**src/rtl/mem_bank_pkg.sv**
```systemverilog
// Shared types for the bank-select sequencer: CPU operation codes and FSM states.
package mem_bank_pkg;

    typedef enum logic [1:0] {
        OP_SET  = 2'b00,
        OP_PUSH = 2'b01,
        OP_POP  = 2'b10,
        OP_NOP  = 2'b11
    } bank_op_e;

    typedef enum logic [1:0] {
        S_IDLE,
        S_WAIT,
        S_COMMIT
    } bank_state_e;

endpackage

```
**src/rtl/mem_bank_stack.sv**
```systemverilog
// LIFO of saved bank indices. Callers must not push when full or pop when empty.
module mem_bank_stack #(
    parameter int WIDTH = 2,
    parameter int DEPTH = 4
) (
    input  logic                         clk,
    input  logic                         rst,
    input  logic                         push,
    input  logic                         pop,
    input  logic [WIDTH-1:0]             din,
    output logic [WIDTH-1:0]             top,
    output logic [$clog2(DEPTH+1)-1:0]   depth,
    output logic                         full,
    output logic                         empty
);

    localparam int PW = $clog2(DEPTH + 1);

    // Sized to the pointer range so every index is in bounds; entries >= DEPTH are never written.
    logic [WIDTH-1:0] mem [0:(1 << PW) - 1];

    always_ff @(posedge clk) begin
        if (rst)
            depth <= '0;
        else if (push)
            depth <= depth + PW'(1);
        else if (pop)
            depth <= depth - PW'(1);
    end

    // NOTE: the storage array has no reset; only the pointer defines which entries are valid.
    always_ff @(posedge clk) begin
        if (push)
            mem[depth] <= din;
    end

    assign full  = (depth == PW'(DEPTH));
    assign empty = (depth == '0);
    assign top   = mem[depth - PW'(1)];

endmodule

```
**src/rtl/mem_bank_ctrl.sv**
```systemverilog
// Bank-select sequencer: accepts SET/PUSH/POP, waits out memory accesses, then
// pulses the bank register load-enable once per committed operation.
module mem_bank_ctrl
    import mem_bank_pkg::*;
#(
    parameter int WIDTH = 2,
    parameter int DEPTH = 4
) (
    input  logic                         clk,
    input  logic                         rst,
    input  logic                         op_valid,
    input  logic [1:0]                   op_code,
    input  logic [WIDTH-1:0]             op_bank,
    output logic                         op_ready,
    input  logic                         mem_busy,
    output logic                         bank_ce,
    output logic [WIDTH-1:0]             new_bank,
    output logic [WIDTH-1:0]             cur_bank,
    output logic [$clog2(DEPTH+1)-1:0]   depth,
    output logic                         err,
    input  logic                         err_clr
);

    bank_state_e      state;
    bank_op_e         op;
    logic [WIDTH-1:0] pend_bank;
    logic [WIDTH-1:0] stk_top;
    logic             stk_full;
    logic             stk_empty;
    logic             accept;
    logic             stk_push;
    logic             stk_pop;

    assign op     = bank_op_e'(op_code);
    assign accept = (state == S_IDLE) && op_valid;

    // Stack pointer moves at acceptance so a long mem_busy stall cannot desync it.
    assign stk_push = accept && (op == OP_PUSH) && !stk_full;
    assign stk_pop  = accept && (op == OP_POP)  && !stk_empty;

    mem_bank_stack #(
        .WIDTH (WIDTH),
        .DEPTH (DEPTH)
    ) u_stack (
        .clk   (clk),
        .rst   (rst),
        .push  (stk_push),
        .pop   (stk_pop),
        .din   (cur_bank),
        .top   (stk_top),
        .depth (depth),
        .full  (stk_full),
        .empty (stk_empty)
    );

    // NOTE: all state here is sequential, so every assignment is non-blocking; later
    // assignments in the same block override earlier ones, which gives err-set priority.
    always_ff @(posedge clk) begin
        if (rst) begin
            state     <= S_IDLE;
            op_ready  <= 1'b1;
            bank_ce   <= 1'b0;
            new_bank  <= '0;
            cur_bank  <= '0;
            err       <= 1'b0;
            pend_bank <= '0;
        end else begin
            bank_ce <= 1'b0;
            if (err_clr)
                err <= 1'b0;

            unique case (state)
                S_IDLE: begin
                    if (op_valid) begin
                        unique case (op)
                            OP_SET: begin
                                pend_bank <= op_bank;
                                state     <= S_WAIT;
                                op_ready  <= 1'b0;
                            end
                            OP_PUSH: begin
                                if (stk_full) begin
                                    err <= 1'b1;
                                end else begin
                                    pend_bank <= op_bank;
                                    state     <= S_WAIT;
                                    op_ready  <= 1'b0;
                                end
                            end
                            OP_POP: begin
                                if (stk_empty) begin
                                    err <= 1'b1;
                                end else begin
                                    pend_bank <= stk_top;
                                    state     <= S_WAIT;
                                    op_ready  <= 1'b0;
                                end
                            end
                            default: ;
                        endcase
                    end
                end
                S_WAIT: begin
                    if (!mem_busy) begin
                        state    <= S_COMMIT;
                        bank_ce  <= 1'b1;
                        new_bank <= pend_bank;
                    end
                end
                S_COMMIT: begin
                    cur_bank <= new_bank;
                    state    <= S_IDLE;
                    op_ready <= 1'b1;
                end
                default: begin
                    state    <= S_IDLE;
                    op_ready <= 1'b1;
                end
            endcase
        end
    end

endmodule

```
**config.mk**
```make
export PLATFORM = sky130hd
export DESIGN_NAME = mem_bank_ctrl
export DESIGN_NICKNAME = d
export VERILOG_FILES = /design/src/rtl/mem_bank_pkg.sv /design/src/rtl/mem_bank_stack.sv /design/src/rtl/mem_bank_ctrl.sv
export SDC_FILE = /design/constraint.sdc
export NUM_CORES = 1
export LEC_CHECK = 0
export ABC_AREA = 1
export BUFFER_PORTS_ARGS = -buffer_cell sky130_fd_sc_hd__buf_2
export CORE_MARGIN = 2
export CORE_UTILIZATION = 48
export DETAILED_ROUTE_END_ITERATION = 12
export PLACE_DENSITY = 0.68
export SLEW_MARGIN = 30
export SYNTH_ARGS = -nofsm -noshare
export SYNTH_HDL_FRONTEND = slang
export SYNTH_SLANG_ARGS = --single-unit
```
**constraint.sdc**
```tcl
create_clock -name clk -period 2.84 [get_ports clk]
set_input_delay 0.142 -clock clk [delete_from_list [all_inputs] [get_ports clk]]
set_output_delay 0.142 -clock clk [all_outputs]
set_load 0.01 [all_outputs]
```
==> impl_metrics.csv, run 1 <==
group,metric,value,unit
cts,cts_max_path_buffers,2,
status,status,"finished, final reports clean",
floorplan,site_row_count,20,
critical_path,slowest_stage,"sky130_fd_sc_hd__dfxtp_1",
floorplan,floorplan.io_pins,19,
critical_path,worst_stage_delay_on_the_critical_path,0.62,ns
cts,cts-buffers-inserted,5,
power,power.combinational.fraction,0.159,
cts,tritoncts,"yes",
logic_synthesis,synth.yosys.seq_area_share,0.493,
global_route,track_usage,0.200,
final_layout,area_delta_synth_final,12.5,%
global_route,gr-total-overflow,0,
critical_path,crit_path_frequent_cell,"sky130_fd_sc_hd__nand2_2",
drt,detail_route.iter0.violations,53,
placement,routability_congestion_estimate_from_global_placement,0.969,
sta,relative_slew_slack,0.638,
global_route,maximum_number_of_pins_on_one_net_before_global_route_repair,15,
job,max_cap_violations,0,
critical_path,r2r.worst_path.cells,7,
global_route,first_global_vias,1191,
power,ir_drop,0.351,mV
logic_synthesis,synth_top_area_cell,"sky130_fd_sc_hd__edfxtp_1",
cts,cts_post_setup_buffers_inserted,0,
drt,drt-total-wl,3230,um
cts,clk-insertion-delay-late,0.34,ns
sta,final_max_slew_viol_count,0,
placement,port-buffer-count,18,
sta,period_share,0.799,
min_path,hold_class,"in2reg",
cts,postCtsResizedCells,0,
logic_synthesis,synth.top_cells.by_area,"sky130_fd_sc_hd__edfxtp_1 (31%), sky130_fd_sc_hd__dfxtp_1 (18%), sky130_fd_sc_hd__nand2_1 (9.2%)",
critical_path,required_time_reported_for_the_critical_path_endpoint,2.85,ns
final_layout,layout-drive-gt1-share,0.188,
critical_path,cp_cell_sequence,"inv_2, ha_1, nand2_2, nand2_2, nor2_4, nand2_1, nor3_1",
drt,drt_drc_violations_left,0,
cts,clockRootBuffer,"sky130_fd_sc_hd__clkbuf_4",
logic_synthesis,post-synth-top-count-cell,"sky130_fd_sc_hd__nand2_1",
final_layout,finalNetCount,223,
floorplan,design.core.area,0.00305,mm2
logic_synthesis,synth_cell_types,25,
critical_path,timing.critical_path.to_type,"flop",
placement,dp.cells,243,
logic_synthesis,synth_edf_count,16,
sta,timing_worst_slew_pin_value,0.542,ns
cts,hold_fix_buffers_at_cts,0,
critical_path,cp.arrival,2.27,ns
cts,htree_levels,2,
logic_synthesis,syn_nets,200,
critical_path,timing.setup.critical_path_class,"reg2reg",
power,p_int,641,uW
logic_synthesis,dominantRegCellSynth,"sky130_fd_sc_hd__edfxtp_1",
power,power.share.switching,0.293,
power,switchingPower,265,uW
drt,drtPass1Iterations,4,
power,clock_power_share,0.301,
logic_synthesis,post_synth_instance_area,0.00154,mm2
final_layout,antennaDiodeCount,0,
drt,drtAntennaViolNets,0,
floorplan,floorplan.die_area,0.00369,mm2
sta,rsz_0062_raised_after_global_routing,"no",
sta,fin_skew,0.00712,ns
logic_synthesis,synth.cells.most_frequent,"sky130_fd_sc_hd__nand2_1 (38), sky130_fd_sc_hd__inv_1 (25), sky130_fd_sc_hd__nand3_1 (17)",
min_path,min_path_cells,4,
cts,cts_sinks,30,
logic_synthesis,syn-instance-count,183,
floorplan,die_x,60.7,um
sta,max_freq,441,MHz
global_route,first_pass_grt_wire_length,5200,um
logic_synthesis,yosys_warnings,0,
final_layout,final-instance-count-excl-fill,251,
sta,timing.final.setup_violations,0,
critical_path,setup.worst_path.start_class,"flop",
global_route,grt_antenna_before_repair,0,
power,power_per_cell_area,522,mW/mm2
sta,finalCriticalPeriod,2.27,ns
drt,post_drt_wl_per_cell,12.9,um
power,seq_power_share,0.540,
logic_synthesis,synthDominantCellAreaShare,0.311,
drt,vias_per_cell,5.07,
final_layout,fin_util,0.569,
floorplan,chipHeight,60.7,um
logic_synthesis,total_of_flip_flops_plus_latches_after_synthesis,30,
critical_path,worst-path-max-fanout,14,
placement,post-dp-hpwl,2400,um
power,leak,0.787,nW
floorplan,start_util,0.506,
sta,final_number_of_hold_violating_endpoints,0,
logic_synthesis,synthArstFlopShare,0,
drt,via_count,1273,
sta,timing.setup.tns,0,ns
cts,clkSlewWorstSetupHoldPaths,0.10,ns
logic_synthesis,syn_area_per_cell,8.44,um2
layer usage:
| metal | GRT usage | up-vias | wire length (um) |
|---|---|---|---|
| met1 | 0.258 | 594 | 1420 |
| li1 | - | 638 | - |
| met4 | 0.0745 | 0 | 48 |
| met3 | 0.0682 | 7 | 189 |
| met2 | 0.315 | 34 | 1570 |
| met5 | 0 | - | 0 |
metrics by stage:
stage	area (um2)	hold WS [ns]	power [mW]	setup slack, ns
after CTS	1740	0.0462	0.912	0.606
after global routing	1740	0.0555	0.958	0.435
after floorplan	1540	0.211	0.601	1.06
after detailed placement	1670	0.407	0.642	0.620
final	1740	0.0460	0.907	0.572
after global placement	1670	0.404	0.638	0.815
placed cells by master, fill, tap and decap left out, types with 2 or more instances in the layout:
| cell | instances |
|---|---|
| sky130_fd_sc_hd__nand2_1 | 38 |
| sky130_fd_sc_hd__inv_1 | 25 |
| sky130_fd_sc_hd__buf_2 | 18 |
| sky130_fd_sc_hd__nand3_1 | 17 |
| sky130_fd_sc_hd__edfxtp_1 | 16 |
| sky130_fd_sc_hd__nor2_1 | 15 |
| sky130_fd_sc_hd__dfxtp_1 | 14 |
| sky130_fd_sc_hd__a21oi_1 | 10 |
| sky130_fd_sc_hd__nor3_1 | 8 |
| sky130_fd_sc_hd__o21ai_0 | 8 |
| sky130_fd_sc_hd__ha_1 | 8 |
| sky130_fd_sc_hd__nand2_2 | 5 |
| sky130_fd_sc_hd__clkbuf_4 | 5 |
| sky130_fd_sc_hd__inv_2 | 2 |
| sky130_fd_sc_hd__nor2_2 | 2 |
| sky130_fd_sc_hd__xor2_1 | 2 |
| sky130_fd_sc_hd__nor3b_1 | 2 |
| sky130_fd_sc_hd__o21ai_1 | 2 |
cell families (layout without fill, tap and decap cells):
family | Yosys count | after routing | share of synthesized area
buffers and inverters | 30 | 54 | 0.0802
xor gates and xnor gates | 3 | 3 | 0.0170
DFF | 30 | 30 | 0.493
adders and majority gates | 8 | 8 | 0.0648
AOI/OAI and AO/OA | 22 | 22 | 0.0810
and+or+nand+nor | 90 | 90 | 0.264
path summary, 6_finish.rpt:
check	from	end	slack (ns)
worst min-delay path	err_clr	err	0.05
worst max register to register	u_stack.depth[0]	u_stack.mem[6][0]	0.57
worst min register to register	op_ready	op_ready	0.45
worst max-delay path	u_stack.depth[0]	u_stack.mem[6][0]	0.57
final cells by class:
class,instances,area (um2)
clock buffers,6,51.3
inverters,28,108
multi-input cells,123,659
repair buffers,18,90.1
flip-flops and latches,30,761
well taps,44,55.1
clock inverters,2,12.5
fillers,298,1320
power groups by stage:
stage                     registers (mW)  clock network, mW  logic (mW)
after detailed placement           0.499                  0       0.142
after CTS                          0.490              0.279       0.143
after global routing               0.492              0.305       0.162
after floorplan                    0.495                  0       0.107
final                              0.490              0.273       0.144
after global placement             0.498                  0       0.140
flip-flops by register name, indices dropped and copies added (netlist names), 2 cells and up:
register / cells
u_stack.mem: 16
pend_bank: 2
u_stack.depth: 3
state: 2
cur_bank: 2
new_bank: 2
worst max-delay path: cells and delay by family (launching register included):
kind / cells / cell delay [ns]
adders and majority gates: 1 / 0.31
buffers and inverters: 1 / 0.18
DFF: 1 / 0.62
and+or+nand+nor: 5 / 0.83
Note: power is estimated with default switching activity, not from simulation.
==> inputs of run 2 (changes only) <==
Settings changed: ABC_AREA 1 to 0.
Clock period 2.84 ns to 2.1 ns, I/O delays scaled along.
==> run 2 against run 1 <==
  * Critical path depth decreased by 2
  * Non-clock buffer count up 2
  * Wire length decreased by 11%
  * Critical path type unchanged
  * Critical endpoint is now u_stack.mem[0][0]
  * Largest cell class unchanged
  * Largest power group unchanged
==> impl_metrics.csv, run 2 <==
group,metric,value,unit
final_layout,largest_register,"u_stack.mem",
logic_synthesis,yosys_warnings,0,
logic_synthesis,syn_area_per_cell,11.5,um2
placement,routability_congestion_estimate_from_global_placement,0.793,
drt,via_count,1071,
sta,relative_slew_slack,0.751,
drt,drt-total-wl,2870,um
critical_path,worst-path-max-fanout,9,
logic_synthesis,dominantRegCellSynth,"sky130_fd_sc_hd__edfxtp_1",
logic_synthesis,synth_cell_types,39,
logic_synthesis,synthArstFlopShare,0,
logic_synthesis,synthDominantCellAreaShare,0.318,
cts,clkSlewWorstSetupHoldPaths,0.11,ns
floorplan,die_x,60.1,um
cts,htree_levels,2,
cts,tritoncts,"yes",
critical_path,setup.worst_path.start_class,"flop",
sta,timing.setup.tns,0,ns
sta,finalCriticalPeriod,1.95,ns
critical_path,cp.arrival,1.95,ns
global_route,gr-total-overflow,0,
final_layout,top_regs,"u_stack.mem x16, u_stack.depth x3",
sta,fin_skew,0.0151,ns
final_layout,area_delta_synth_final,12.1,%
floorplan,site_row_count,20,
logic_synthesis,post_synth_instance_area,0.00151,mm2
placement,post-dp-hpwl,2070,um
final_layout,largest_reg_flops,16,
critical_path,timing.setup.critical_path_class,"reg2reg",
sta,final_number_of_hold_violating_endpoints,0,
floorplan,floorplan.io_pins,19,
drt,drtPass1Iterations,4,
logic_synthesis,syn_nets,148,
status,status,"finished, final reports clean",
cts,clk-insertion-delay-late,0.32,ns
logic_synthesis,synth.cells.most_frequent,"sky130_fd_sc_hd__edfxtp_1 (16), sky130_fd_sc_hd__dfxtp_1 (14), sky130_fd_sc_hd__nor2_1 (12)",
floorplan,start_util,0.499,
drt,drt_drc_violations_left,0,
final_layout,antennaDiodeCount,0,
drt,vias_per_cell,5.44,
drt,detail_route.iter0.violations,60,
floorplan,floorplan.die_area,0.00361,mm2
logic_synthesis,synth.top_cells.by_area,"sky130_fd_sc_hd__edfxtp_1 (32%), sky130_fd_sc_hd__dfxtp_1 (19%), sky130_fd_sc_hd__ha_1 (6.6%)",
global_route,first_global_vias,1041,
logic_synthesis,post-synth-top-count-cell,"sky130_fd_sc_hd__edfxtp_1",
floorplan,design.core.area,0.00303,mm2
sta,timing.final.setup_violations,0,
global_route,first_pass_grt_wire_length,4680,um
placement,port-buffer-count,18,
sta,period_share,0.929,
job,max_cap_violations,0,
logic_synthesis,total_of_flip_flops_plus_latches_after_synthesis,30,
final_layout,final-instance-count-excl-fill,197,
cts,hold_fix_buffers_at_cts,0,
global_route,track_usage,0.178,
global_route,grt_antenna_before_repair,0,
critical_path,timing.critical_path.to_type,"flop",
logic_synthesis,synth_edf_count,16,
cts,cts_sinks,30,
cts,cts_max_path_buffers,2,
power,ir_drop,0.664,mV
floorplan,chipHeight,60.1,um
cts,cts-buffers-inserted,5,
placement,dp.cells,189,
global_route,maximum_number_of_pins_on_one_net_before_global_route_repair,15,
final_layout,mostFrequentLayoutCell,"sky130_fd_sc_hd__buf_2",
final_layout,layout-drive-gt1-share,0.261,
drt,post_drt_wl_per_cell,14.5,um
sta,rsz_0062_raised_after_global_routing,"no",
critical_path,required_time_reported_for_the_critical_path_endpoint,2.10,ns
cts,clockRootBuffer,"sky130_fd_sc_hd__clkbuf_4",
sta,fin_hold_ws,0.0438,ns
cts,cts_post_setup_buffers_inserted,0,
power,leak,0.654,nW
power,power_per_cell_area,662,mW/mm2
sta,final_max_slew_viol_count,0,
final_layout,final_cell_mix,"sky130_fd_sc_hd__buf_2 (18), sky130_fd_sc_hd__edfxtp_1 (16), sky130_fd_sc_hd__dfxtp_1 (14)",
logic_synthesis,synth.yosys.seq_area_share,0.503,
min_path,hold_class,"in2reg",
logic_synthesis,syn-instance-count,131,
sta,max_freq,513,MHz
drt,drtAntennaViolNets,0,
cts,postCtsResizedCells,0,
logic_synthesis,synth_top_area_cell,"sky130_fd_sc_hd__edfxtp_1",
final_layout,finalNetCount,169,
sta,timing_worst_slew_pin_value,0.373,ns
==> run 2: stage by stage <==
stage | setup slack (ns) | power, mW | cell area, um2 | util
after floorplan | 0.273 | 0.737 | 1510 | -
after global placement | 0.380 | 0.765 | 1630 | 0.537
after detailed placement | 0.249 | 0.769 | 1630 | 0.537
after CTS | 0.184 | 1.14 | 1690 | 0.558
after global routing | 0.00127 | 1.18 | 1690 | 0.560
final | 0.150 | 1.12 | 1690 | 0.560
==> run 2: cell families (layout without fill, tap and decap cells) <==
family / after synthesis / after routing / share of synthesized area
multiplexers: 8 / 8 / 0.0919
XOR/XNOR: 3 / 3 / 0.0174
buffers and inverters: 12 / 34 / 0.0455
adder cells (fa/ha/maj): 8 / 8 / 0.0662
AND/OR/NAND/NOR: 44 / 44 / 0.157
AO/OA/AOI/OAI: 26 / 26 / 0.118
flip-flops: 30 / 30 / 0.503
==> run 2: where the power goes <==
part           internal, mW  switching [mW]
Clock                 0.161           0.204
Combinational        0.0563          0.0678
Sequential            0.623         0.00955
==> run 2: final cells by class <==
class                      instances  area, um2
tap                               44       55.1
clock inverter                     2       12.5
clock buffer                       6       51.3
sequential                        30        761
timing repair buffer              20        105
multi-input combinational         89        687
inverter                           6       22.5
fill                             260       1330
==> run 2: layer usage <==
metal | routed length, um | GRT usage | up-vias
met5 | 0 | 0 | -
met4 | 10 | 0.0476 | 0
met3 | 100 | 0.0541 | 2
met2 | 1420 | 0.314 | 22
met1 | 1330 | 0.209 | 525
li1 | - | - | 522
==> run 2: path summary, 6_finish.rpt <==
path | start | endpoint | slack (ns) | depth (start not counted)
worst max-delay path | u_stack.depth[1] | u_stack.mem[0][0] | 0.15 | 5
worst min register to register | op_ready | op_ready | 0.47 | 1
worst min-delay path | mem_busy | state[0] | 0.04 | 3
worst max register to register | u_stack.depth[1] | u_stack.mem[0][0] | 0.15 | 5
==> run 2: worst max-delay path, cell delays in order (launching register included) <==
cell                      delay [ns]
sky130_fd_sc_hd__dfxtp_1        0.49
sky130_fd_sc_hd__inv_1          0.13
sky130_fd_sc_hd__ha_1           0.31
sky130_fd_sc_hd__nand2_1        0.18
sky130_fd_sc_hd__nand4_1        0.21
sky130_fd_sc_hd__nor3_1         0.31
==> inputs of run 3 (changes only) <==
Settings changed: SLEW_MARGIN 30 to not set.
Clock period 2.1 ns to 1.8 ns, I/O delays scaled along.
==> run 3 against run 2 <==
  * Global-route usage fell by 0.44 points
  * Via count grew 0.75%
  * Sequential power grew 16%
  * Combinational power up 21%
  * First-iteration DRC count shrank 40%
  * Final area increased by 0.89%
  * Fmax rose by 25%
  * Total power rose by 13%
  * Worst setup slack better by 0.091 ns
  * Clock skew decreased by 0.011 ns
  * Critical path depth increased by 2
  * Flip-flop and latch count did not move
==> impl_metrics.csv, run 3 (synthesis results as in run 2) <==
group,metric,value,unit
sta,rsz_0062_raised_after_global_routing,"no",
placement,routability_congestion_estimate_from_global_placement,0.808,
sta,timing.setup.tns,0,ns
drt,drtAntennaViolNets,0,
sta,max_freq,641,MHz
sta,final_number_of_hold_violating_endpoints,0,
drt,drtPass1Iterations,4,
final_layout,area_delta_synth_final,13.1,%
floorplan,floorplan.io_pins,19,
power,power.total,1.27,mW
global_route,gr-total-overflow,0,
cts,clk-insertion-delay-late,0.33,ns
placement,dp.cells,193,
cts,clockRootBuffer,"sky130_fd_sc_hd__clkbuf_4",
final_layout,top_regs,"u_stack.mem x16, u_stack.depth x3",
final_layout,layout-drive-gt1-share,0.268,
status,status,"finished, final reports clean",
floorplan,start_util,0.499,
sta,timing.final.setup_violations,0,
drt,detail_route.iter0.violations,36,
cts,clkSlewWorstSetupHoldPaths,0.10,ns
sta,period_share,0.866,
drt,post_drt_wl_per_cell,14.1,um
critical_path,worst-path-max-fanout,6,
power,leak,0.663,nW
critical_path,setup.reg_to_reg.worst_slack,0.24,ns
final_layout,multiInputGateArea,682,um2
floorplan,design.core.area,0.00303,mm2
global_route,grt_antenna_before_repair,0,
critical_path,timing.critical_path.to_type,"flop",
drt,drt-total-wl,2840,um
global_route,first_global_vias,952,
drt,drt_drc_violations_left,0,
global_route,maximum_number_of_pins_on_one_net_before_global_route_repair,15,
floorplan,floorplan.die_area,0.00361,mm2
final_layout,final_cell_mix,"sky130_fd_sc_hd__buf_2 (18), sky130_fd_sc_hd__edfxtp_1 (16), sky130_fd_sc_hd__dfxtp_1 (14)",
floorplan,die_x,60.1,um
final_layout,finalNetCount,173,
cts,htree_levels,2,
critical_path,cp_startpoint,"u_stack.depth[0]",
final_layout,largest_register,"u_stack.mem",
min_path,min-delay-start,"err_clr",
cts,postCtsResizedCells,0,
critical_path,crit-reg2reg-launch,"u_stack.depth[0]",
floorplan,chipHeight,60.1,um
final_layout,final-instance-count-excl-fill,201,
sta,fin_hold_ws,0.0158,ns
min_path,hold_class,"in2reg",
critical_path,crit_path_end,"u_stack.depth[2]",
final_layout,largest_reg_flops,16,
global_route,first_pass_grt_wire_length,4360,um
final_layout,fin_util,0.564,
sta,final_max_slew_viol_count,0,
power,power_per_cell_area,743,mW/mm2
drt,vias_per_cell,5.37,
final_layout,layout.area.seq,761,um2
critical_path,r2r_end,"u_stack.depth[2]",
cts,hold_fix_buffers_at_cts,0,
global_route,track_usage,0.174,
cts,tritoncts,"yes",
critical_path,timing.setup.critical_path_class,"reg2reg",
sta,fin_skew,0.00458,ns
power,ir_drop,0.423,mV
cts,cts_max_path_buffers,2,
critical_path,required_time_reported_for_the_critical_path_endpoint,2.06,ns
cts,cts_post_setup_buffers_inserted,0,
placement,port-buffer-count,18,
final_layout,antennaDiodeCount,0,
critical_path,r2r.worst_path.cells,7,
sta,timing_worst_slew_pin_value,0.314,ns
critical_path,slowest_stage,"sky130_fd_sc_hd__dfxtp_1",
floorplan,site_row_count,20,
critical_path,worst_stage_delay_on_the_critical_path,0.34,ns
sta,finalCriticalPeriod,1.56,ns
cts,cts-buffers-inserted,5,
final_layout,mostFrequentLayoutCell,"sky130_fd_sc_hd__buf_2",
final_layout,final.fill_count,270,
placement,post-dp-hpwl,2140,um
critical_path,cp_cell_sequence,"inv_1, ha_1, buf_4, nor2_1, o211ai_1, a211o_2, a21oi_1",
cts,cts_sinks,30,
job,max_cap_violations,0,
critical_path,cp.arrival,1.82,ns
critical_path,setup.worst_path.start_class,"flop",
sta,relative_slew_slack,0.790,
drt,via_count,1079,
==> run 3: power breakdown <==
group	switching, mW	total (mW)	internal, mW
Clock	0.238	0.383	0.145
Sequential	0.00919	0.736	0.727
Combinational	0.0806	0.150	0.0697
Total	0.328	1.27	0.942
==> run 3: worst max-delay path, delay by kind of cell, from the launching register on <==
family	cells	cell delay [ns]
AOI/OAI and AO/OA	3	0.56
DFF	1	0.34
buffers and inverters	2	0.24
adders and majority gates	1	0.23
and+or+nand+nor	1	0.12
==> run 3: stage by stage <==
step	setup slack, ns	cell area (um2)
after global routing	0.0872	1710
final	0.241	1710
after detailed placement	0.195	1660
after floorplan	0.0208	1510
after CTS	0.240	1710
after global placement	0.227	1660
==> run 3: worst min-delay path by stage <==
stage,to,slack (ns),cells past startpoint
after floorplan,pend_bank[0],0.16,1
after global placement,err,0.36,3
after detailed placement,err,0.36,3
after CTS,err,0.004,3
after global routing,err,0.02,3
final,err,0.02,3
==> run 3: layout make-up <==
cell class / count / area share
Sequential cell: 30 / 0.445
Multi-Input combinational cell: 89 / 0.399
Timing Repair Buffer: 24 / 0.0791
Tap cell: 44 / 0.0322
Clock buffer: 5 / 0.0220
Inverter: 6 / 0.0132
Clock inverter: 3 / 0.00952
==> run 3: layer usage <==
layer	vias to the layer above	part of all wire	wire [um]	global-route usage
met5	-	0	0	0
met4	0	0.014	41	0.0667
met3	5	0.039	110	0.0714
met1	516	0.46	1300	0.207
met2	26	0.49	1390	0.280
li1	532	-	-	-
